**src/rtl/fp_to_tc_pkg.sv**
```systemverilog
// Shared format widths and FSM state encoding for the FPCVT triple decoder.
package fp_to_tc_pkg;

  localparam int EXP_W = 3;
  localparam int SIG_W = 4;
  localparam int INT_W = 12;

  typedef enum logic [1:0] {
    ST_IDLE  = 2'd0,
    ST_SHIFT = 2'd1,
    ST_DONE  = 2'd2
  } state_t;

endpackage

```
**src/rtl/fp_to_tc.sv**
```systemverilog
// Decodes a (sign, exponent, significand) triple into a 12-bit two's-complement
// integer using a one-bit-per-cycle left shifter, with valid/ready on both sides.
module fp_to_tc
  import fp_to_tc_pkg::*;
(
  input  logic             clk,
  input  logic             rst,
  input  logic             in_valid,
  output logic             in_ready,
  input  logic             S,
  input  logic [EXP_W-1:0] E,
  input  logic [SIG_W-1:0] F,
  output logic             out_valid,
  input  logic             out_ready,
  output logic [INT_W-1:0] out
);

  state_t             state_reg, state_next;
  logic               sgn_reg, sgn_next;
  logic [EXP_W-1:0]   cnt_reg, cnt_next;
  logic [INT_W-1:0]   acc_reg, acc_next;
  logic [INT_W-1:0]   out_reg, out_next;
  logic               out_valid_reg, out_valid_next;

  // Accept is only possible in IDLE; decoded straight from the state register.
  assign in_ready  = (state_reg == ST_IDLE);
  assign out_valid = out_valid_reg;
  assign out       = out_reg;

  // State and datapath registers; reset discards any in-flight conversion.
  always_ff @(posedge clk or posedge rst) begin
    if (rst) begin
      state_reg     <= ST_IDLE;
      sgn_reg       <= 1'b0;
      cnt_reg       <= '0;
      acc_reg       <= '0;
      out_reg       <= '0;
      out_valid_reg <= 1'b0;
    end else begin
      state_reg     <= state_next;
      sgn_reg       <= sgn_next;
      cnt_reg       <= cnt_next;
      acc_reg       <= acc_next;
      out_reg       <= out_next;
      out_valid_reg <= out_valid_next;
    end
  end

  // Next-state logic: latch on accept, shift E times, negate if needed, hold until taken.
  always_comb begin
    state_next     = state_reg;
    sgn_next       = sgn_reg;
    cnt_next       = cnt_reg;
    acc_next       = acc_reg;
    out_next       = out_reg;
    out_valid_next = out_valid_reg;
    case (state_reg)
      ST_IDLE: begin
        if (in_valid) begin
          sgn_next   = S;
          cnt_next   = E;
          acc_next   = {{(INT_W-SIG_W){1'b0}}, F};
          state_next = ST_SHIFT;
        end
      end
      ST_SHIFT: begin
        if (cnt_reg != '0) begin
          acc_next = acc_reg << 1;
          cnt_next = cnt_reg - 1'b1;
        end else begin
          // Magnitude never exceeds 1920, so the 12-bit negation cannot overflow.
          out_next       = sgn_reg ? (~acc_reg + 1'b1) : acc_reg;
          out_valid_next = 1'b1;
          state_next     = ST_DONE;
        end
      end
      ST_DONE: begin
        if (out_ready) begin
          out_valid_next = 1'b0;
          state_next     = ST_IDLE;
        end
      end
      default: begin
        state_next = ST_IDLE;
      end
    endcase
  end

endmodule

```
**config.mk**
```make
export PLATFORM = sky130hd
export DESIGN_NAME = fp_to_tc
export DESIGN_NICKNAME = d
export VERILOG_FILES = /design/src/rtl/fp_to_tc_pkg.sv /design/src/rtl/fp_to_tc.sv
export SDC_FILE = /design/constraint.sdc
export NUM_CORES = 1
export LEC_CHECK = 0
export CORE_MARGIN = 10
export CORE_UTILIZATION = 47
export DETAILED_ROUTE_END_ITERATION = 12
export GPL_ROUTABILITY_DRIVEN = 0
export PLACE_DENSITY = 0.71
export SETUP_SLACK_MARGIN = 0.2
export SLEW_MARGIN = 10
export SYNTH_ARGS = -nofsm -noshare
export SYNTH_HDL_FRONTEND = slang
export SYNTH_SLANG_ARGS = --single-unit
```
**constraint.sdc**
```tcl
create_clock -name clk -period 1.7 [get_ports clk]
set_clock_uncertainty 0.15 [all_clocks]
set_input_delay 0.51 -clock clk [delete_from_list [all_inputs] [get_ports clk]]
set_output_delay 0.51 -clock clk [all_outputs]
set_load 0.03 [all_outputs]
```
==> out/metrics.cfg <==
[place]
io_buffers=25
dpl_cell_area_um2=1950
place_ws_ns=-0.413
dp_hpwl_um=2430

[logic_synthesis]
synthSimpleGateAreaFrac=0.181
synth_mux_area_frac=0.0279
synth-edff-count=0
ys.flop_type=dfrtp_1
synthAdderAreaFrac=0.0246
synth_common_cells=31 x dfrtp_1, 26 x nand2_1, 17 x nor2_1
synthCells=159
ys_types=33
async_flop_share=1.00
yosysMostFrequentCell=dfrtp_1
ys_seq_area_frac=0.509
synth_xor_area_frac=0.0574
synth-seq-cells=31
synth_top_area_frac=0.509
synthTopCellsByArea=dfrtp_1 51%, nand2_1 6.4%, xor2_1 5.2%
yosys_warnings=0
synth-compound-area-share=0.162
syn_nets=174
synth.avg_cell_area_um2=9.59
synth_top_family_by_area=simple AND/OR/NAND/NOR gates
syn_area_um2=1530
synth_top_area_cell=dfrtp_1

[setup_path]
path_cells=inv_2, ha_4, and3b_1, or3_4, buf_12, buf_16, o21ai_1
crit_cells=7
cp.required_ns=1.81
path_delay_family=simple AND/OR/NAND/NOR gates
slowest_delay_ns=0.40
crit_path_top_delay_cell=dfrtp_1
regToRegSetupSlack_ns=-0.17
timing.rr.start=cnt_reg[0]
critPathArrivalTime_ns=1.98
worstSetupEndpointType=flop
critical_path_class=flop to flop
worst_r2r_path_depth=7
rr_endpoint=acc_reg[7]
critPathBufInv=3
crit_path_start_kind=flop
path_max_fanout=6

[clock_network]
hold_buffers=0
clock_sinks=31
cts_tree=done
clock_latency_ns=0.33
h-tree-depth=2
clk_pin_slew_ns=0.10
numCtsBuffers=5
cts-root-buf=clkbuf_4
clockBufferDepth=2

[routing]
drcViolationCount=0
firstDrtPassIters=4
num_vias=1444
wirelength_um=5030
routedWlPerCell_um=18.7
drtAntennaViolNets=0
via_per_inst=5.37
drt_iter0_markers=103

[timing]
worstMarginPinSlew_ns=0.573
setup_viol=21
hold_violations=0
layout_setup_ws_ns=-0.171
layout_min_cycle_time_ns=1.87
finalCritPeriodShare=1.10
slew_violations=0
max_freq_ghz=0.534
rsz0062_at_grt=true
slew_headroom=0.618

[power_and_ir_drop]
ir_drop_uv=1270
p_leak_uw=0.00118
powerDensity_nw_per_um2=2300

[floorplan]
ios=26
core_area_um2=3080
start_util=0.496
die_h_um=77.0
dieArea_um2=5920
chipWidth_um=77.0
rows=20

[grt]
grt_max_degree=32
grt_remaining_overflow=0
grt_pass1_vias=1440
grt_pass1_wl_um=7090
antenna_found_initial=0
gr-usage-all-layers=0.145

[cells_and_area]
drive_above_1_share=0.507
fillers=167
diodes=0
stdcell_area_um2=2620
syn_to_final_growth_pct=71.5
final_nets=239

[status]
violations=setup timing
status=finished, violations left

[flow_run]
maxCapViolCount=0

[min_path]
hold_class=input pin to asynchronous set/reset pin

-- worst max path at each step --
stage               slack (ns)          end         start
finish                   -0.17   acc_reg[7]    cnt_reg[0]
global route             -0.20  acc_reg[11]    cnt_reg[0]
CTS                      -0.06     in_ready  state_reg[0]
detailed placement       -0.41   cnt_reg[0]      in_valid
global placement         -0.38   cnt_reg[2]      in_valid
floorplan                -0.03      out[10]    acc_reg[5]
-- stage by stage --
step	std cells	TNS (ns)	hold WS [ns]	power [uW]	utilization
finish	269	-2.39	0.357	6030	0.850
CTS	261	-0.646	0.364	5190	0.762
floorplan	159	-0.0631	0.309	3040	-
detailed placement	238	-5.63	0.321	3760	0.635
global placement	238	-5.17	0.319	3680	0.635
global route	269	-3.35	0.372	6350	0.850
-- timing repair --
item                                    4_1_cts  5_1_grt
pin swaps                                     8       12
buffers inserted                             10        7
endpoints found under the setup margin       43       44
gates resized for setup                      63       44
gates cloned                                  5        1
-- worst min-delay path: cells and delay by family --
family	cells	cell delay (ns)
buf+inv	3	0.69
-- metal layers --
metal,global-route usage,vias to the layer above,share of wire
li1,-,672,-
met1,0.171,731,0.40
met2,0.255,30,0.56
met3,0.0338,11,0.028
met4,0.0409,0,0.019
met5,0,-,0
-- kinds of logic (layout without fill, tap and decap cells) --
kind of cell,after synthesis,after routing
XOR/XNOR,10,10
AND/OR/NAND/NOR,59,59
multiplexers,4,4
buffers and inverters,14,80
AO/OA/AOI/OAI,38,38
flip-flops,31,31
adder cells (fa/ha/maj),3,3
-- layout by cell type, fill, tap and decap left out, types with 3 or more instances in the layout --
master,count
dfrtp_1,30
buf_4,29
nand2_1,19
buf_6,16
o21ai_2,10
a21oi_1,10
clkdlybuf4s50_1,10
xor2_1,9
nor2_1,8
nor2_4,6
clkbuf_4,5
nand2_4,4
a21oi_2,3
nor2_2,3
o21ai_1,3
inv_1,3
buf_16,3
buf_8,3
buf_12,3
-- layout make-up --
class	instances	area [um2]	share of cell area
multi-input cells	114	961	0.367
flip-flops and latches	31	777	0.297
repair buffers	66	719	0.275
clock buffers	8	68.8	0.0263
well taps	44	55.1	0.0210
inverters	6	35.0	0.0134
-- power breakdown --
group | switching, uW | internal [uW] | leakage [uW]
Sequential | 305 | 1050 | 0.000376
Clock | 255 | 243 | 0.0000386
Combinational | 2100 | 2080 | 0.000763
Note: power is estimated with default switching activity, not from simulation.
==> RTL change, RTL diff (same flow settings) <==
The 3 states of `state_t` get a one-hot encoding in 3 bits.
--- a/src/rtl/fp_to_tc_pkg.sv
+++ b/src/rtl/fp_to_tc_pkg.sv
@@ -7,6 +7,6 @@
 
-  typedef enum logic [1:0] {
-    ST_IDLE  = 2'd0,
-    ST_SHIFT = 2'd1,
-    ST_DONE  = 2'd2
+  typedef enum logic [2:0] {
+    ST_IDLE  = 3'b001,
+    ST_SHIFT = 3'b010,
+    ST_DONE  = 3'b100
   } state_t;
Function: no difference found for any inputs over 10 cycles, from zero or initial values and one cycle with rst high; not proved beyond that.
==> RTL change against the original RTL <==
The run still ends with setup timing left; sequential cell count grew 1; final area grew 0.33%; combinational power shrank 28%; hold slack lost 0.017 ns; total power shrank 18%; cell count grew 6.3%; via count shrank 1.0%; wire length shrank 17%; synthesized area grew 7.7%; register-to-register slack gained 0.03 ns; sequential share of layout area grew 0.90 points; largest power group unchanged; clock power grew 32%; global-route usage shrank 1.7 points; setup slack lost 0.097 ns.
==> RTL change: results (changes against the original RTL) <==
Seq/Total Area, Yosys -> 48.8% (-2.0 points)
Worst reg2reg startpoint -> state_reg[0]$_DFFE_PP1P_
Iter 0 DRT Violations -> 102 (-0.97%)
Tot Pwr -> 4.92 mW (-18%)
Syn_nets -> 183 (+5.2%)
Routed wire per std cell -> 14.6 um (-22%)
GRT Total Usage -> 12.8% (-1.7 points)
Met3 Resource Use GR -> 4.17% (+0.79 points)
Endpoints failing setup -> 20 (-4.8%)
Worst hold margin -> 0.340 ns (-0.0171 ns)
Final setup margin -> -0.268 ns (-0.0968 ns)
Worst R2R Setup Slack -> -0.14 ns (+0.03 ns)
CP Class -> flip-flop to primary output
First-pass GRT wire length -> 6560 um (-7.6%)
Status -> finished, violations left
Grt met2 use -> 20.6% (-4.9 points)
Data buffer area share -> 26.8% (-0.71 points)
Nets -> 254 (+6.3%)
HPWL after detailed placement -> 2560 um (+5.6%)
Sequential cell area share -> 30.6% (+0.90 points)
Filler cells -> 222 (+33%)
Pre-CTS setup slack -> -0.214 ns (+0.200 ns)
Setup TNS Final -> -1.20 ns (+1.20 ns)
Multi-input gate share of total cell area -> 35.7% (-1.1 points)
Worst-path fanout max -> 2 (-4)
Failing checks -> setup timing
Clock buf/inv share -> 3.62% (+0.99 points)
Share of cells above drive strength 1 -> 45.0% (-5.7 points)
Switching Share -> 39.9% (-4.2 points)
Worst flop-to-flop path endpoint -> cnt_reg[2]$_DFFE_PP0P_
Worst Setup EP -> in_ready
Cell family with most CP delay -> flip-flops
Syn avg cell area -> 9.78 um^2 (+1.9%)
Routed length on met2 -> 2050 um (-27%)
Inverter count -> 8 (+2)
Buffers excl. clock -> 73 (+11%)
Sequential Power -> 1.25 mW (-7%)
Met3 WL post-DR -> 202 um (+43%)
Multi-input gates -> 119 (+4.4%)
Detailed-route vias per instance -> 5.00 (-6.9%)
CP endpoint kind -> primary output
# clock sinks -> 32 (+3.2%)
Count of clock buffers in the final design -> 7 (-1)
-- RTL change: cell count changes after synthesis, sizes merged, moves of 2 or more --
cell	unedited run	this run
inv	6	8
a21oi	13	3
buf	4	6
or2	1	3
mux2i	2	5
nand2	26	33
o21ai	15	20
nand3	2	11
nor2	17	7
-- RTL change: what timing repair did --
action | in CTS | in global routing
pin swaps | 13 | 15
gates resized for setup | 55 | 22
setup endpoints to repair | 44 | 44
buffers inserted | 12 | 11
-- RTL change: cell families (layout without fill, tap and decap cells) --
kind of cell | count (synthesis) | count (layout) | share of synthesized area, %
DFF | 32 | 32 | 48.8
xor gates and xnor gates | 10 | 10 | 5.33
and+or+nand+nor | 66 | 66 | 19.2
buffers and inverters | 17 | 89 | 6.02
adders and majority gates | 3 | 3 | 2.29
muxes | 6 | 6 | 4.49
AOI/OAI and AO/OA | 34 | 34 | 13.9
